File: src/rtl/detector_scheduler_pkg.sv
// Shared types and constants for the round-robin pattern-detector scheduler.
package detector_scheduler_pkg;

    typedef enum logic [1:0] {
        IDLE = 2'd0,
        RUN  = 2'd1,
        DONE = 2'd2
    } state_t;

    localparam int                     DEF_PAT_LEN = 6;
    localparam logic [DEF_PAT_LEN-1:0] DEF_PATTERN = 6'b101101;

    // Width of a requester index; never narrower than one bit.
    function automatic int id_width(input int n);
        return (n > 1) ? $clog2(n) : 1;
    endfunction

endpackage

File: src/rtl/detector_scheduler_window_matcher.sv
// Sliding PAT_LEN-bit window with a valid-bit count; match is decided on the
// window as it will look after the current shift.
module detector_scheduler_window_matcher
    import detector_scheduler_pkg::*;
#(
    parameter int                 PAT_LEN = DEF_PAT_LEN,
    parameter logic [PAT_LEN-1:0] PATTERN = PAT_LEN'(DEF_PATTERN)
) (
    input  logic clk,
    input  logic reset,
    input  logic bit_in,
    input  logic shift_en,
    input  logic clear,
    output logic match
);

    localparam int VCW = $clog2(PAT_LEN + 1);

    logic [PAT_LEN-1:0] win_q, win_d, win_next;
    logic [VCW-1:0]     vcnt_q, vcnt_d;

    assign win_next = {win_q[PAT_LEN-2:0], bit_in};

    // The incoming bit is the PAT_LEN-th (or later) once PAT_LEN-1 are already held.
    assign match = shift_en && !clear
                   && (vcnt_q >= VCW'(PAT_LEN - 1))
                   && (win_next == PATTERN);

    always_comb begin
        win_d  = win_q;
        vcnt_d = vcnt_q;
        if (clear) begin
            win_d  = '0;
            vcnt_d = '0;
        end else if (shift_en) begin
            win_d = win_next;
            if (vcnt_q != VCW'(PAT_LEN)) begin
                vcnt_d = vcnt_q + VCW'(1);
            end
        end
    end

    always_ff @(posedge clk) begin
        if (reset) begin
            win_q  <= '0;
            vcnt_q <= '0;
        end else begin
            win_q  <= win_d;
            vcnt_q <= vcnt_d;
        end
    end

endmodule

File: src/rtl/detector_scheduler.sv
// Round-robin arbiter that streams one granted job word MSB-first through a
// shared window matcher and reports the per-job match count.
module detector_scheduler
    import detector_scheduler_pkg::*;
#(
    parameter int                 NREQ    = 4,
    parameter int                 WORD    = 16,
    parameter int                 PAT_LEN = DEF_PAT_LEN,
    parameter logic [PAT_LEN-1:0] PATTERN = PAT_LEN'(DEF_PATTERN),
    parameter int                 CNT_W   = 5
) (
    input  logic                        clk,
    input  logic                        reset,
    input  logic [NREQ-1:0]             req,
    input  logic [NREQ*WORD-1:0]        data,
    output logic [NREQ-1:0]             grant,
    output logic                        busy,
    output logic                        hit,
    output logic                        done,
    output logic [id_width(NREQ)-1:0]   done_id,
    output logic [CNT_W-1:0]            match_cnt
);

    localparam int IDW = id_width(NREQ);
    localparam int BCW = $clog2(WORD + 1);

    state_t           state_q, state_d;
    logic [NREQ-1:0]  grant_q, grant_d;
    logic [WORD-1:0]  shift_q, shift_d;
    logic [IDW-1:0]   rr_q, rr_d;
    logic [IDW-1:0]   cur_id_q, cur_id_d;
    logic [IDW-1:0]   done_id_q, done_id_d;
    logic [BCW-1:0]   bit_cnt_q, bit_cnt_d;
    logic [CNT_W-1:0] job_cnt_q, job_cnt_d;
    logic [CNT_W-1:0] match_cnt_q, match_cnt_d;
    logic             hit_q, hit_d;
    logic             done_q, done_d;

    logic             sel_vld;
    logic [IDW-1:0]   sel;
    logic             win_clear, win_shift, win_match;

    function automatic logic [CNT_W-1:0] sat_inc(input logic [CNT_W-1:0] v);
        return (v == {CNT_W{1'b1}}) ? v : v + CNT_W'(1);
    endfunction

    // First asserted request strictly after the last grant, wrapping around.
    always_comb begin
        logic [IDW-1:0] idx;
        sel_vld = 1'b0;
        sel     = '0;
        idx     = '0;
        for (int i = 1; i <= NREQ; i++) begin
            idx = IDW'((int'(rr_q) + i) % NREQ);
            if (!sel_vld && req[idx]) begin
                sel_vld = 1'b1;
                sel     = idx;
            end
        end
    end

    always_comb begin
        state_d     = state_q;
        grant_d     = '0;
        shift_d     = shift_q;
        rr_d        = rr_q;
        cur_id_d    = cur_id_q;
        bit_cnt_d   = bit_cnt_q;
        job_cnt_d   = job_cnt_q;
        hit_d       = 1'b0;
        done_d      = 1'b0;
        done_id_d   = done_id_q;
        match_cnt_d = match_cnt_q;
        win_clear   = 1'b0;
        win_shift   = 1'b0;
        unique case (state_q)
            IDLE: begin
                if (sel_vld) begin
                    grant_d   = NREQ'(1) << sel;
                    shift_d   = WORD'(data >> (sel * WORD));
                    cur_id_d  = sel;
                    rr_d      = sel;
                    bit_cnt_d = '0;
                    job_cnt_d = '0;
                    win_clear = 1'b1;
                    state_d   = RUN;
                end
            end
            RUN: begin
                win_shift = 1'b1;
                shift_d   = {shift_q[WORD-2:0], 1'b0};
                bit_cnt_d = bit_cnt_q + BCW'(1);
                hit_d     = win_match;
                if (win_match) begin
                    job_cnt_d = sat_inc(job_cnt_q);
                end
                // Last bit: report the count including a hit on this very bit.
                if (bit_cnt_q == BCW'(WORD - 1)) begin
                    state_d     = DONE;
                    done_d      = 1'b1;
                    done_id_d   = cur_id_q;
                    match_cnt_d = job_cnt_d;
                end
            end
            DONE: begin
                state_d = IDLE;
            end
            default: begin
                state_d = IDLE;
            end
        endcase
    end

    always_ff @(posedge clk) begin
        if (reset) begin
            state_q     <= IDLE;
            grant_q     <= '0;
            rr_q        <= IDW'(NREQ - 1);
            cur_id_q    <= '0;
            bit_cnt_q   <= '0;
            job_cnt_q   <= '0;
            hit_q       <= 1'b0;
            done_q      <= 1'b0;
            done_id_q   <= '0;
            match_cnt_q <= '0;
        end else begin
            state_q     <= state_d;
            grant_q     <= grant_d;
            rr_q        <= rr_d;
            cur_id_q    <= cur_id_d;
            bit_cnt_q   <= bit_cnt_d;
            job_cnt_q   <= job_cnt_d;
            hit_q       <= hit_d;
            done_q      <= done_d;
            done_id_q   <= done_id_d;
            match_cnt_q <= match_cnt_d;
        end
    end

    // Job word is pure data and is always reloaded at grant.
    always_ff @(posedge clk) begin
        shift_q <= shift_d;
    end

    detector_scheduler_window_matcher #(
        .PAT_LEN (PAT_LEN),
        .PATTERN (PATTERN)
    ) u_matcher (
        .clk      (clk),
        .reset    (reset),
        .bit_in   (shift_q[WORD-1]),
        .shift_en (win_shift),
        .clear    (win_clear),
        .match    (win_match)
    );

    assign grant     = grant_q;
    assign busy      = (state_q != IDLE);
    assign hit       = hit_q;
    assign done      = done_q;
    assign done_id   = done_id_q;
    assign match_cnt = match_cnt_q;

endmodule
File: config.mk
export PLATFORM = sky130hd
export DESIGN_NAME = detector_scheduler
export DESIGN_NICKNAME = d
export VERILOG_FILES = /design/src/rtl/detector_scheduler_pkg.sv /design/src/rtl/detector_scheduler_window_matcher.sv /design/src/rtl/detector_scheduler.sv
export SDC_FILE = /design/constraint.sdc
export NUM_CORES = 1
export LEC_CHECK = 0
export BUFFER_PORTS_ARGS = -buffer_cell sky130_fd_sc_hd__buf_2
export CORE_ASPECT_RATIO = 0.6
export CORE_MARGIN = 5
export CORE_UTILIZATION = 41
export CTS_CLUSTER_SIZE = 30
export DETAILED_ROUTE_END_ITERATION = 8
export GPL_TIMING_DRIVEN = 0
export MAX_ROUTING_LAYER = met4
export PLACE_DENSITY = 0.63
export SLEW_MARGIN = 30
export SYNTH_ARGS = -nofsm -noshare
export SYNTH_HDL_FRONTEND = slang
export SYNTH_HIERARCHICAL = 1
export SYNTH_SLANG_ARGS = --single-unit
File: constraint.sdc
create_clock -name clk -period 6.5 [get_ports clk]
set_input_delay 1.625 -clock clk [delete_from_list [all_inputs] [get_ports clk]]
set_output_delay 1.625 -clock clk [all_outputs]
set_load 0.01 [all_outputs]
==> results of run 1 <==
==> final cells by class <==
class	count	area, um2	area share [%]
clock buffers	8	146.4	4.084
inverters	7	26.28	0.7330
multi-input cells	212	1549	43.21
plain buffers	20	117.6	3.281
well taps	87	108.9	3.037
repair buffers	83	415.4	11.59
flip-flops and latches	53	1221	34.07
==> kinds of logic after synthesis <==
kind of cell	Yosys count
AOI/OAI and AO/OA	69
xor gates and xnor gates	2
adders and majority gates	6
buffers and inverters	27
DFF	53
muxes	26
and+or+nand+nor	109
==> layer usage <==
| layer | share of wire (%) | vias up | track usage [%] |
|---|---|---|---|
| li1 | - | 1253 | - |
| met1 | 53 | 1157 | 26.12 |
| met2 | 41 | 55 | 24.97 |
| met3 | 5.4 | 4 | 4.080 |
| met4 | 0.71 | 0 | 4.621 |
| met5 | 0 | - | - |
==> worst max-delay path, cell delays in order <==
cell	delay, ns
buf_2	0.12
or4_1	0.57
nand2_1	0.19
buf_2	0.26
inv_2	0.10
nand4bb_1	0.21
nor4_1	0.81
o21ai_1	0.36
or3_1	0.39
a21oi_1	0.13
==> flip-flops by register name, summed over array words and instances (netlist names), 2 cells and up <==
signal	flops
shift_q	16
grant	4
bit_cnt_q	5
u_matcher/vcnt_q	3
cur_id_q	2
match_cnt	5
state_q	2
done_id	2
job_cnt_q	5
rr_q	2
u_matcher/win_q	5
==> final timing paths <==
kind	start	endpoint	cells past startpoint
max	req[1]	job_cnt_q[0]	10
min	done_id[1]	done_id[1]	2
max reg2reg	state_q[1]	job_cnt_q[0]	10
min reg2reg	done_id[1]	done_id[1]	2
==> metrics by stage <==
stage / hold slack, ns / setup WS, ns / cell area (um2) / utilization, %
2_1_floorplan: 0.4323 / 2.460 / 2914 / -
3_3_place_gp: 0.4462 / 1.787 / 3438 / 50.63
3_5_place_dp: 0.4519 / 1.663 / 3438 / 50.63
4_1_cts: 0.4630 / 1.990 / 3585 / 52.78
5_1_grt: 0.4890 / 1.763 / 3585 / 52.78
6_report: 0.4577 / 1.961 / 3585 / 52.78
==> placed cells by master (no fill, tap or decap), types with 5 or more instances in the layout <==
| master | count |
|---|---|
| buf_2 | 89 |
| nor2_1 | 38 |
| dfxtp_1 | 37 |
| mux2i_1 | 23 |
| nand2_1 | 20 |
| a21oi_1 | 19 |
| a211oi_1 | 18 |
| edfxtp_1 | 16 |
| and2_1 | 9 |
| a2111oi_0 | 9 |
| clkbuf_1 | 8 |
| nand2b_1 | 7 |
| ha_1 | 6 |
| inv_1 | 5 |
| and2_4 | 5 |
| a2111oi_4 | 5 |
| nor3_1 | 5 |
| clkbuf_16 | 5 |
==> power groups by stage <==
stage | Sequential, mW | Combinational, mW | Clock, mW
finish | 0.389 | 0.190 | 0.270
global route | 0.392 | 0.208 | 0.291
floorplan | 0.394 | 0.131 | 0
global placement | 0.395 | 0.186 | 0
detailed placement | 0.396 | 0.189 | 0
CTS | 0.389 | 0.190 | 0.274
==> out/results.ini, run 1 <==
[power_and_ir_drop]
p_sw_share_pct = 27.38
intPower_mw = 0.6162
leakage_nw = 1.467
power_frac_comb_pct = 22.3
sequentialPowerShare_pct = 45.8
power_switching_mw = 0.2323
p_total_mw = 0.8485
ir_drop_uv = 103.7
p_clk_share_pct = 31.8
p_per_area_nw_per_um2 = 236.7

[yosys]
synth_top_cell_by_area = dfxtp_1
async_reset_ff_share_pct = 0
synthTopCellsByArea = dfxtp_1 (25%), edfxtp_1 (16%), mux2i_1 (7.9%)
synthMuxAreaShare_pct = 9.317
synth_nets = 368
synth-xor-area-share_pct = 0.6011
synth_seq_cells = 53
syn_area_um2 = 2914
seq_area_frac_synth_pct = 41.91
synth_common_cells = nor2_1 (38), dfxtp_1 (37), mux2i_1 (23), nand2_1 (20), a21oi_1 (19)
synth-simple-area-share_pct = 19.32
synth_cells = 292
synth-compound-area-share_pct = 21.34
synthAdderAreaFrac_pct = 2.576
syn_avg_cell_area_um2 = 9.980
yosys_warnings = 6
synth_top_family_by_area = compound AO/OA/AOI/OAI gates
yosysMostFrequentCell = nor2_1
synth_top_area_share_pct = 25.42
synth_ff_type = dfxtp_1
synth_edf_count = 16
ys_types = 54

[grt]
antenna_found_initial = 0
grt_max_degree = 17
grt.total_usage_pct = 17.91
grt_pass1_wl_um = 12100
grt_overflow = 0
grt_pass1_vias = 2408

[cts]
cts.sinks = 53
cts_tree = built
cts_root_buffer = clkbuf_16
post_cts_buffers = 0
clock_latency_ns = 0.30
cts.path.max_buffers = 2
cts_resized = 0
clk_pin_slew_worst_paths_ns = 0.07
cts_hold_buf = 0
cts_made_buffers = 5
cts.htree.levels = 2

[sta]
fmax_mhz = 220.3
worstMarginPinSlew_ns = 0.9373
setup_viol = 0
finClkSkew_ns = 0.009891
rsz0062_at_grt = no
slew-limit-headroom_pct = 36.94
finalHoldViolations = 0
tns_ns = 0
final_max_slew_viol_count = 0
min_period_ns = 4.539
finalCritPeriodShare_pct = 69.83

[critical_path]
crit_fanout = 10
cp.arrival_ns = 4.77
regToRegSetupSlack_ns = 3.16
end_kind = register
critical_path_class = input port to register
cp.required_ns = 6.73
cp-start-kind = input port

[die]
start_util_pct = 42.91
core.rowCount = 23
die_height_um = 75.31
core_um2 = 6792
die-area_um2 = 8949
die_w_um = 118.8
io_pins = 84

[route]
drt_pre_antenna_iters = 4
vias = 2469
drt_iter0_drc = 145
wl_per_cell_um = 15.82
antenna_left = 0
via_per_inst = 5.253
wl_um = 7436
drcViolationCount = 0

[status]
status = finished clean

[cells_and_area]
finalNetCount = 458
n_fill_cell = 649
antenna_cells = 0
drive_gt1_share_pct = 32.11
stdcell_count = 470
syn2layout_area_growth_pct = 23.01

[place]
place_inst = 462
numPortBuffers = 83
gp_congestion = 0.8100
hpwl_um = 5776

[worst_hold_path]
hp-class = register to register

[run]
maxCapViolCount = 0

(Power assumes the default switching activity.)
==> inputs of run 2 (changes only) <==
--- a/config.mk
+++ b/config.mk
@@ -13,7 +13,7 @@
 export DETAILED_ROUTE_END_ITERATION = 8
 export GPL_TIMING_DRIVEN = 0
 export MAX_ROUTING_LAYER = met4
-export PLACE_DENSITY = 0.63
+export PLACE_DENSITY = 0.66
 export SLEW_MARGIN = 30
 export SYNTH_ARGS = -nofsm -noshare
 export SYNTH_HDL_FRONTEND = slang
==> constraint.sdc (replaced) <==
create_clock -name clk -period 3.8 [get_ports clk]
set_input_delay 0.95 -clock clk [delete_from_list [all_inputs] [get_ports clk]]
set_output_delay 0.95 -clock clk [all_outputs]
set_load 0.01 [all_outputs]
==> out/results.ini, run 2 (synthesis gave the netlist of run 1 again) <==
[status]
status = finished clean

[place]
dp_slack_ns = -0.2687
numPortBuffers = 83
hpwl_um = 5808
place_inst = 462
gp_congestion = 0.8055
placed_area_um2 = 3438

[critical_path]
cp.arrival_ns = 3.76
path_cells = buf_2 -> or4_1 -> nand2_1 -> buf_2 -> inv_2 -> nand4bb_1 -> nor4_2 -> o21ai_1 -> or3_1 -> a21oi_1
end_kind = register
cp_common_cell = buf_2
crit_fanout = 10
cp_slowest_stage_delay_ns = 0.57
critical_path_class = input port to register
slowest_stage = or4_1
cp-start-kind = input port
cp.required_ns = 4.03

[grt]
grt_overflow = 0
grt_pass1_vias = 2539
antenna_found_initial = 0
grt_max_degree = 18
grt_pass1_wl_um = 12590
grt.total_usage_pct = 18.36

[route]
drcViolationCount = 0
vias = 2549
drt_iter0_drc = 168
antenna_left = 0
wl_per_cell_um = 16.49
wl_um = 7750
via_per_inst = 5.423
drt_pre_antenna_iters = 4

[die]
die_w_um = 118.8
die_height_um = 75.31
core_um2 = 6792
start_util_pct = 42.91
die-area_um2 = 8949
io_pins = 84
core.rowCount = 23

[cells_and_area]
syn2layout_area_growth_pct = 23.14
largest_reg_flops = 16
stdcell_count = 470
n_fill_cell = 635
largest-register = shift_q
utilization_pct = 52.84
final_common_cell = buf_2
finalNetCount = 458
antenna_cells = 0
drive_gt1_share_pct = 32.90
layout_common_cells = buf_2 (89), nor2_1 (38), dfxtp_1 (37), mux2i_1 (23), nand2_1 (20)
fin_area_um2 = 3588

[power_and_ir_drop]
p_sw_share_pct = 28.74
power_frac_comb_pct = 22.5
sequentialPowerShare_pct = 45.8
leakage_nw = 1.471
intPower_mw = 1.036
p_per_area_nw_per_um2 = 405.3
power_switching_mw = 0.4181
p_total_mw = 1.455
p_clk_share_pct = 31.7
ir_drop_uv = 196.0

[sta]
whs_ns = 0.4649
finalHoldViolations = 0
worstMarginPinSlew_ns = 0.6702
finalWorstSetupSlack_ns = 0.2676
final_max_slew_viol_count = 0
slew-limit-headroom_pct = 55.27
fmax_mhz = 283.1
tns_ns = 0
min_period_ns = 3.532
setup_viol = 0
finalCritPeriodShare_pct = 92.96
finClkSkew_ns = 0.004335

[cts]
cts.htree.levels = 2
cts.sinks = 53
clk_pin_slew_worst_paths_ns = 0.07
clock_latency_ns = 0.29
cts_made_buffers = 5
cts_tree = built
cts.path.max_buffers = 2
cts_root_buffer = clkbuf_16

[worst_hold_path]
hp-class = register to register

[run]
maxCapViolCount = 0

-- run 2: final cells by class --
type                            count  area [um2]  area share, %
Tap cell                           87       108.9          3.033
Inverter                            7       26.28         0.7322
Timing Repair Buffer               83       415.4          11.58
Sequential cell                    53        1221          34.03
Clock buffer                        5       125.1          3.487
Buffer                             20       117.6          3.278
Clock inverter                      3       18.77         0.5230
Multi-Input combinational cell    212        1555          43.34
-- run 2: repair_timing --
action	4_1_cts	5_1_grt
hold buffers	0	0
setup endpoints to repair	0	9
setup buffers	0	0
resized for setup	0	1
-- run 2: power by group through the flow --
stage	Combinational [mW]	Clock (mW)	Sequential [mW]
global placement	0.318	0	0.677
detailed placement	0.325	0	0.678
finish	0.327	0.461	0.667
global route	0.357	0.491	0.671
CTS	0.325	0.469	0.666
floorplan	0.224	0	0.673
-- run 2: worst max-delay path, delay by kind of cell --
kind | cells | cell delay (ns)
AND/OR/NAND/NOR | 5 | 1.90
AO/OA/AOI/OAI | 2 | 0.43
buffers and inverters | 3 | 0.49
-- run 2: final timing paths --
kind	startpoint	endpoint	slack (ns)	depth (start not counted)
min reg2reg	match_cnt[3]	match_cnt[3]	0.46	2
min	match_cnt[3]	match_cnt[3]	0.46	2
max reg2reg	state_q[1]	job_cnt_q[0]	0.76	10
max	req[1]	job_cnt_q[0]	0.27	10
-- run 2: layer usage --
metal  vias to the layer above  part of all wire, %  global-route usage (%)
met5                         -                    0                       -
met4                         0                  1.1                   4.493
met3                        10                  4.8                   3.561
met2                        61                   42                   26.92
met1                      1224                   52                   26.26
li1                       1254                    -                       -
